File: config.mk
export PLATFORM = sky130hd
export DESIGN_NAME = int_fp_acc
export DESIGN_NICKNAME = d
export VERILOG_FILES = /design/src/rtl/int_fp_acc.sv
export SDC_FILE = /design/constraint.sdc
export NUM_CORES = 1
export LEC_CHECK = 0
export CAP_MARGIN = 5
export CELL_PAD_IN_SITES_DETAIL_PLACEMENT = 2
export CELL_PAD_IN_SITES_GLOBAL_PLACEMENT = 2
export CORE_ASPECT_RATIO = 2
export CORE_MARGIN = 2
export CORE_UTILIZATION = 41
export CTS_BUF_LIST = sky130_fd_sc_hd__clkbuf_4
export DETAILED_ROUTE_END_ITERATION = 10
export GPL_TIMING_DRIVEN = 0
export PLACE_DENSITY_LB_ADDON = 0.1
export SYNTH_ARGS = -nofsm -noshare
export SYNTH_HDL_FRONTEND = slang
export SYNTH_SLANG_ARGS = --single-unit
File: constraint.sdc
create_clock -name clk -period 8.4 [get_ports clk]
set_input_delay 1.26 -clock clk [delete_from_list [all_inputs] [get_ports clk]]
set_output_delay 1.26 -clock clk [all_outputs]
set_load 0.005 [all_outputs]
File: src/rtl/int_fp_acc.sv
// Integer / FP16 accumulator fed by an upstream multiplier. Integer products
// accumulate one per cycle; FP16 products go through a two-cycle align/normalize path.
module int_fp_acc (
  input  logic        clk,
  input  logic        rst,
  input  logic        mode,
  input  logic        start,
  input  logic [7:0]  len,
  input  logic        in_valid,
  output logic        in_ready,
  input  logic [15:0] in_data,
  output logic        out_valid,
  input  logic        out_ready,
  output logic [31:0] out_data,
  output logic        busy
);

  localparam int DATA_W = 16;

  localparam logic [2:0] IDLE  = 3'd0;
  localparam logic [2:0] RUN   = 3'd1;
  localparam logic [2:0] ALIGN = 3'd2;
  localparam logic [2:0] NORM  = 3'd3;
  localparam logic [2:0] DONE  = 3'd4;

  logic [2:0]        state;
  logic              mode_q;
  logic [7:0]        len_q;
  logic [7:0]        count;
  logic [31:0]       acc;
  logic              accept;
  logic [7:0]        cnt_nxt;

  logic [DATA_W-1:0] opb_p0;
  logic              sgn_big_p1;
  logic              sgn_sml_p1;
  logic [4:0]        exp_big_p1;
  logic [10:0]       man_big_p1;
  logic [10:0]       man_sml_p1;

  logic [14:0]       a_mag;
  logic [14:0]       b_mag;
  logic [15:0]       big_w;
  logic [15:0]       sml_w;
  logic [10:0]       man_big_w;
  logic [10:0]       man_sml_w;
  logic [4:0]        exp_diff;
  logic [11:0]       sum_w;
  logic [15:0]       fp_res;

  // Normalize a 12-bit mantissa sum, truncate, and saturate/flush the exponent.
  function automatic logic [15:0] fp_norm(input logic sign, input logic [4:0] exp,
                                          input logic [11:0] sum);
    logic [3:0]        lead;
    logic [3:0]        sh;
    logic [9:0]        man;
    logic signed [6:0] e;
    lead = 4'd0;
    for (int i = 0; i < 11; i++) begin
      if (sum[i]) lead = 4'(i);
    end
    sh = 4'd10 - lead;
    if (sum[11]) begin
      man = sum[10:1];
      e   = $signed({2'b00, exp}) + 7'sd1;
    end else begin
      man = sum[9:0] << sh;
      e   = $signed({2'b00, exp}) - $signed({3'b000, sh});
    end
    if (sum == 12'd0)      fp_norm = 16'h0000;
    else if (e > 7'sd30)   fp_norm = {sign, 15'h7BFF};
    else if (e < 7'sd1)    fp_norm = 16'h0000;
    else                   fp_norm = {sign, e[4:0], man};
  endfunction

  assign accept  = in_valid && in_ready;
  assign cnt_nxt = count + 8'd1;

  // ALIGN stage: order operands by magnitude and shift the smaller mantissa.
  always_comb begin
    a_mag     = (acc[14:10] == 5'd0) ? 15'd0 : acc[14:0];
    b_mag     = (opb_p0[14:10] == 5'd0) ? 15'd0 : opb_p0[14:0];
    big_w     = (a_mag >= b_mag) ? acc[15:0] : opb_p0;
    sml_w     = (a_mag >= b_mag) ? opb_p0 : acc[15:0];
    man_big_w = (big_w[14:10] == 5'd0) ? 11'd0 : {1'b1, big_w[9:0]};
    man_sml_w = (sml_w[14:10] == 5'd0) ? 11'd0 : {1'b1, sml_w[9:0]};
    exp_diff  = big_w[14:10] - sml_w[14:10];
    if (exp_diff >= 5'd12) man_sml_w = 11'd0;
    else                   man_sml_w = man_sml_w >> exp_diff;
  end

  // NORM stage: add or subtract aligned mantissas, then pack the FP16 result.
  always_comb begin
    if (sgn_big_p1 == sgn_sml_p1) sum_w = {1'b0, man_big_p1} + {1'b0, man_sml_p1};
    else                          sum_w = {1'b0, man_big_p1} - {1'b0, man_sml_p1};
    fp_res = fp_norm(sgn_big_p1, exp_big_p1, sum_w);
  end

  always_ff @(posedge clk) begin
    if (accept) opb_p0 <= in_data;
    if (state == ALIGN) begin
      sgn_big_p1 <= big_w[15];
      sgn_sml_p1 <= sml_w[15];
      exp_big_p1 <= big_w[14:10];
      man_big_p1 <= man_big_w;
      man_sml_p1 <= man_sml_w;
    end
  end

  always_ff @(posedge clk or negedge rst) begin
    if (!rst) begin
      state  <= IDLE;
      mode_q <= 1'b0;
      len_q  <= 8'd0;
      count  <= 8'd0;
      acc    <= 32'd0;
    end else begin
      case (state)
        IDLE: if (start) begin
          mode_q <= mode;
          len_q  <= len;
          acc    <= 32'd0;
          count  <= 8'd0;
          state  <= (len == 8'd0) ? DONE : RUN;
        end
        RUN: if (accept) begin
          count <= cnt_nxt;
          if (mode_q) begin
            state <= ALIGN;
          end else begin
            acc   <= acc + {{(32-DATA_W){1'b0}}, in_data};
            state <= (cnt_nxt == len_q) ? DONE : RUN;
          end
        end
        ALIGN: state <= NORM;
        NORM: begin
          acc   <= {16'h0000, fp_res};
          state <= (count == len_q) ? DONE : RUN;
        end
        DONE: if (out_ready) state <= IDLE;
        default: state <= IDLE;
      endcase
    end
  end

  assign in_ready  = (state == RUN);
  assign out_valid = (state == DONE);
  assign out_data  = out_valid ? acc : 32'd0;
  assign busy      = (state != IDLE);

endmodule

==> results by group <==
Min path
  • Hold path start: len_q[5]
  • Type of the tightest min-delay check: reg2reg
  • WHS Endpoint: len_q[5]
  • Hold-critical path depth: 1

Worst setup path
  • RR Endpoint: man_sml_p1[8]
  • R2r worst-path depth: 23
  • WS Path Type: reg2reg
  • Flop-to-flop setup slack: 0.96 ns
  • Worst r2r src: acc[10]
  • Critical Path AT: 7.68 ns
  • Startpoint Class: flip-flop
  • Crit end category: flip-flop
  • WP data required: 8.64 ns
  • Max FO, Critical Path: 10
  • Worst setup startpoint: acc[10]

Floorplan
  • Io pins: between 60 and 70
  • Die area: 0.0221 mm^2
  • Die width: 106 um
  • Initial core utilization: 0.417
  • Die Y: 208 um
  • Std-Cell Rows: 74
  • Core Region: 0.0205 mm^2

Yosys
  • Post-synthesis simple-gate area fraction: 0.211
  • Mean Syn Cell Area: between 8 and 9 um^2
  • Post-synth EDFFs: 45
  • Unique masters post-synth: 91
  • Synthesized flop and latch total: a little under 100
  • Mapped cell area: 0.00854 mm^2
  • Asr flop ratio synth: 0.536
  • Post-Synth XOR/XNOR Area: 0.0696
  • Mapped Nets: around 1000
  • Multiplexer share of the synthesized area: 0.0794
  • Register area share after synthesis: 0.311
  • Adder-cell area share of the yosys netlist: 0.0826
  • Ys Warns: 0
  • Top_reg_cell synth: dfrtp_1
  • Compound-Gate Fraction of Synth Area: 0.210
  • Largest family of logic cells by synthesized area: simple AND/OR/NAND/NOR gates
  • Cells after Synth: slightly below 1000

Placed design
  • Dpl cell area: about 0.0096 mm^2
  • Post-DP HPWL: 26700 um
  • Routability cong.: 0.870
  • IO Port Bufs: 64

STA
  • Final period util: 0.885
  • RSZ-0062 raised after global routing: no
  • Clock Skew: 0.0259 ns
  • Hold_ws: 0.546 ns
  • Endpoints failing setup: 0
  • Tmin final: between 7 and 8 ns
  • Max-slew violations: 0
  • Slew Limit Headroom: 0.334
  • Slew @ Worst Pin: 0.992 ns
  • Max Fclk: 134 MHz
  • Fin. Hold Viols: 0
  • Sum Neg Setup Slack: 0 ns

GRT
  • Total GRT Usage: 0.303
  • Initial antenna violation count: 1
  • Number of global-route vias before repair: 9088
  • First-pass GRT wire length: ~51000 um
  • Grt total ovfl: 0
  • Largest net degree at the start of global routing: 30

Route
  • Post-route ant nets: 0
  • DR pass1 iterations: 4
  • Routed WL per cell: 24.9 um
  • Post-route DRC: 0
  • Drt via density: 6.18
  • DR vias: 8135
  • Routed wire length: 32800 um
  • Initial drt markers: 403

Clock tree
  • CTS root buffer: clkbuf_4
  • CTS tree: done
  • CTS Buf Count: 9
  • Post-CTS resize count: 0
  • Clock Latency Late Sink: about 0.53 ns
  • Clk slew on worst S/H paths: approximately 0.17 ns
  • Htree depth: 3
  • Clk buf depth: 2
  • Hold-fix buffers at CTS: 0
  • Clk sinks: 97
  • Setup bufs post-CTS: 0

Finish
  • Area Overhead vs Synth: 13.8%
  • Layout cells sized above 1: 0.0715
  • Nets@finish: approximately 1100
  • Post-route cell area: around 0.0097 mm^2

Outcome
  • Outcome: complete, no violations

Run
  • # Max-Cap Violations: 0
## routing by layer
metal / up-vias / GRT usage / wire, um
li1: 3752 / - / -
met1: 4152 / 0.293 / 11300
met2: 160 / 0.619 / 19300
met3: 71 / 0.0298 / 772
met4: 0 / 0.136 / 1410
met5: - / 0 / 0
## final cells by class
| cell class | count | area [um^2] |
|---|---|---|
| Antenna cell | 1 | 2.50 |
| Buffer | 45 | 178 |
| Clock buffer | 11 | 82.6 |
| Clock inverter | 5 | 78.8 |
| Fill cell | 2290 | 10700 |
| Inverter | 35 | 134 |
| Multi-Input combinational cell | 789 | 5580 |
| Sequential cell | 97 | 2650 |
| Tap cell | 266 | 333 |
| Timing Repair Buffer | 67 | 678 |
## cells by family (layout without fill, tap and decap cells)
| family | count (synthesis) | count (layout) |
|---|---|---|
| AOI/OAI and AO/OA | 256 | 256 |
| xor gates and xnor gates | 67 | 67 |
| adders and majority gates | 55 | 55 |
| buffers and inverters | 80 | 163 |
| DFF | 97 | 97 |
| muxes | 56 | 56 |
| other | 0 | 1 |
| and+or+nand+nor | 355 | 355 |
## state kept, by name (all words and copies together), names as in the netlist
name / flops
sgn_big_p1: 1
mode_q: 1
len_q: 8
state: 3
opb_p0: 16
acc: 32
count: 8
man_big_p1: 11
exp_big_p1: 5
sgn_sml_p1: 1
man_sml_p1: 11
## placed cells by master, fill, tap and decap left out, types with 10 or more instances in the layout
master           count
nand2_1             94
a21oi_1             73
nor2_1              68
clkdlybuf4s50_1     63
dfrtp_1             52
ha_1                50
o21ai_0             48
edfxtp_1            45
and3_1              43
xnor2_1             42
clkbuf_1            40
mux2i_1             34
inv_1               32
nand3_1             25
xor2_1              24
nor3_1              24
nor2b_1             19
nand2b_1            14
mux2_2              14
or3_1               13
clkbuf_4            11
nor4_1              10
## worst max-delay path: stages (launching register included)
cell	delay, ns
dfrtp_1	0.59
or4_1	0.60
nor2_1	0.60
nor2b_1	0.14
ha_1	0.34
nor2b_1	0.17
o21a_1	0.14
o21a_1	0.12
o21ai_1	0.06
a221oi_1	0.34
o221ai_1	0.26
nand2_1	0.37
clkbuf_1	0.48
clkbuf_1	0.51
mux2i_1	0.18
ha_1	0.25
nor3_1	0.21
nor2_1	0.07
maj3_1	0.34
o21ai_0	0.07
o21ai_0	0.13
xor2_1	0.24
nand3b_1	0.30
nor4b_1	0.62
## per-stage QoR
stage	util	setup slack, ns	std cells
6_report	0.475	0.963	1316
4_1_cts	0.475	1.04	1315
3_3_place_gp	0.465	1.46	1296
3_5_place_dp	0.467	1.13	1299
5_1_grt	0.475	0.572	1316
2_1_floorplan	-	2.92	966
## synth_stat cells (5+ instances only)
cell type	n	area [um^2]
a211oi_1	5	37.5
a21o_1	9	67.6
a21oi_1	73	365
a22oi_1	9	67.6
a31oi_1	8	50.1
a41oi_1	5	43.8
and2_1	7	43.8
and3_1	43	269
clkbuf_1	40	150
dfrtp_1	52	1300
edfxtp_1	45	1350
ha_1	50	626
inv_1	32	120
mux2_2	14	158
mux2i_1	34	340
mux4_2	8	180
nand2_1	94	353
nand2b_1	14	87.6
nand3_1	25	125
nand4_1	7	43.8
nor2_1	68	255
nor2b_1	19	119
nor3_1	25	125
nor3b_1	6	45.0
nor4_1	10	62.6
o211ai_1	9	67.6
o21a_1	6	45.0
o21ai_0	48	240
o21ai_1	7	35.0
o22ai_1	8	50.1
or2_2	6	37.5
or3_1	13	81.3
or4_1	5	37.5
xnor2_1	42	368
xor2_1	24	210
## how the worst max path moves through the flow
stage | slack, ns | end
after global placement | 1.46 | acc[9]
after global routing | 0.57 | man_sml_p1[8]
after floorplan | 2.92 | acc[4]
after detailed placement | 1.13 | man_sml_p1[8]
after CTS | 1.04 | man_sml_p1[8]
final | 0.96 | man_sml_p1[8]
Power is not shown: default switching activity piles up to over one toggle a cycle in this logic, so the estimate is an artifact.
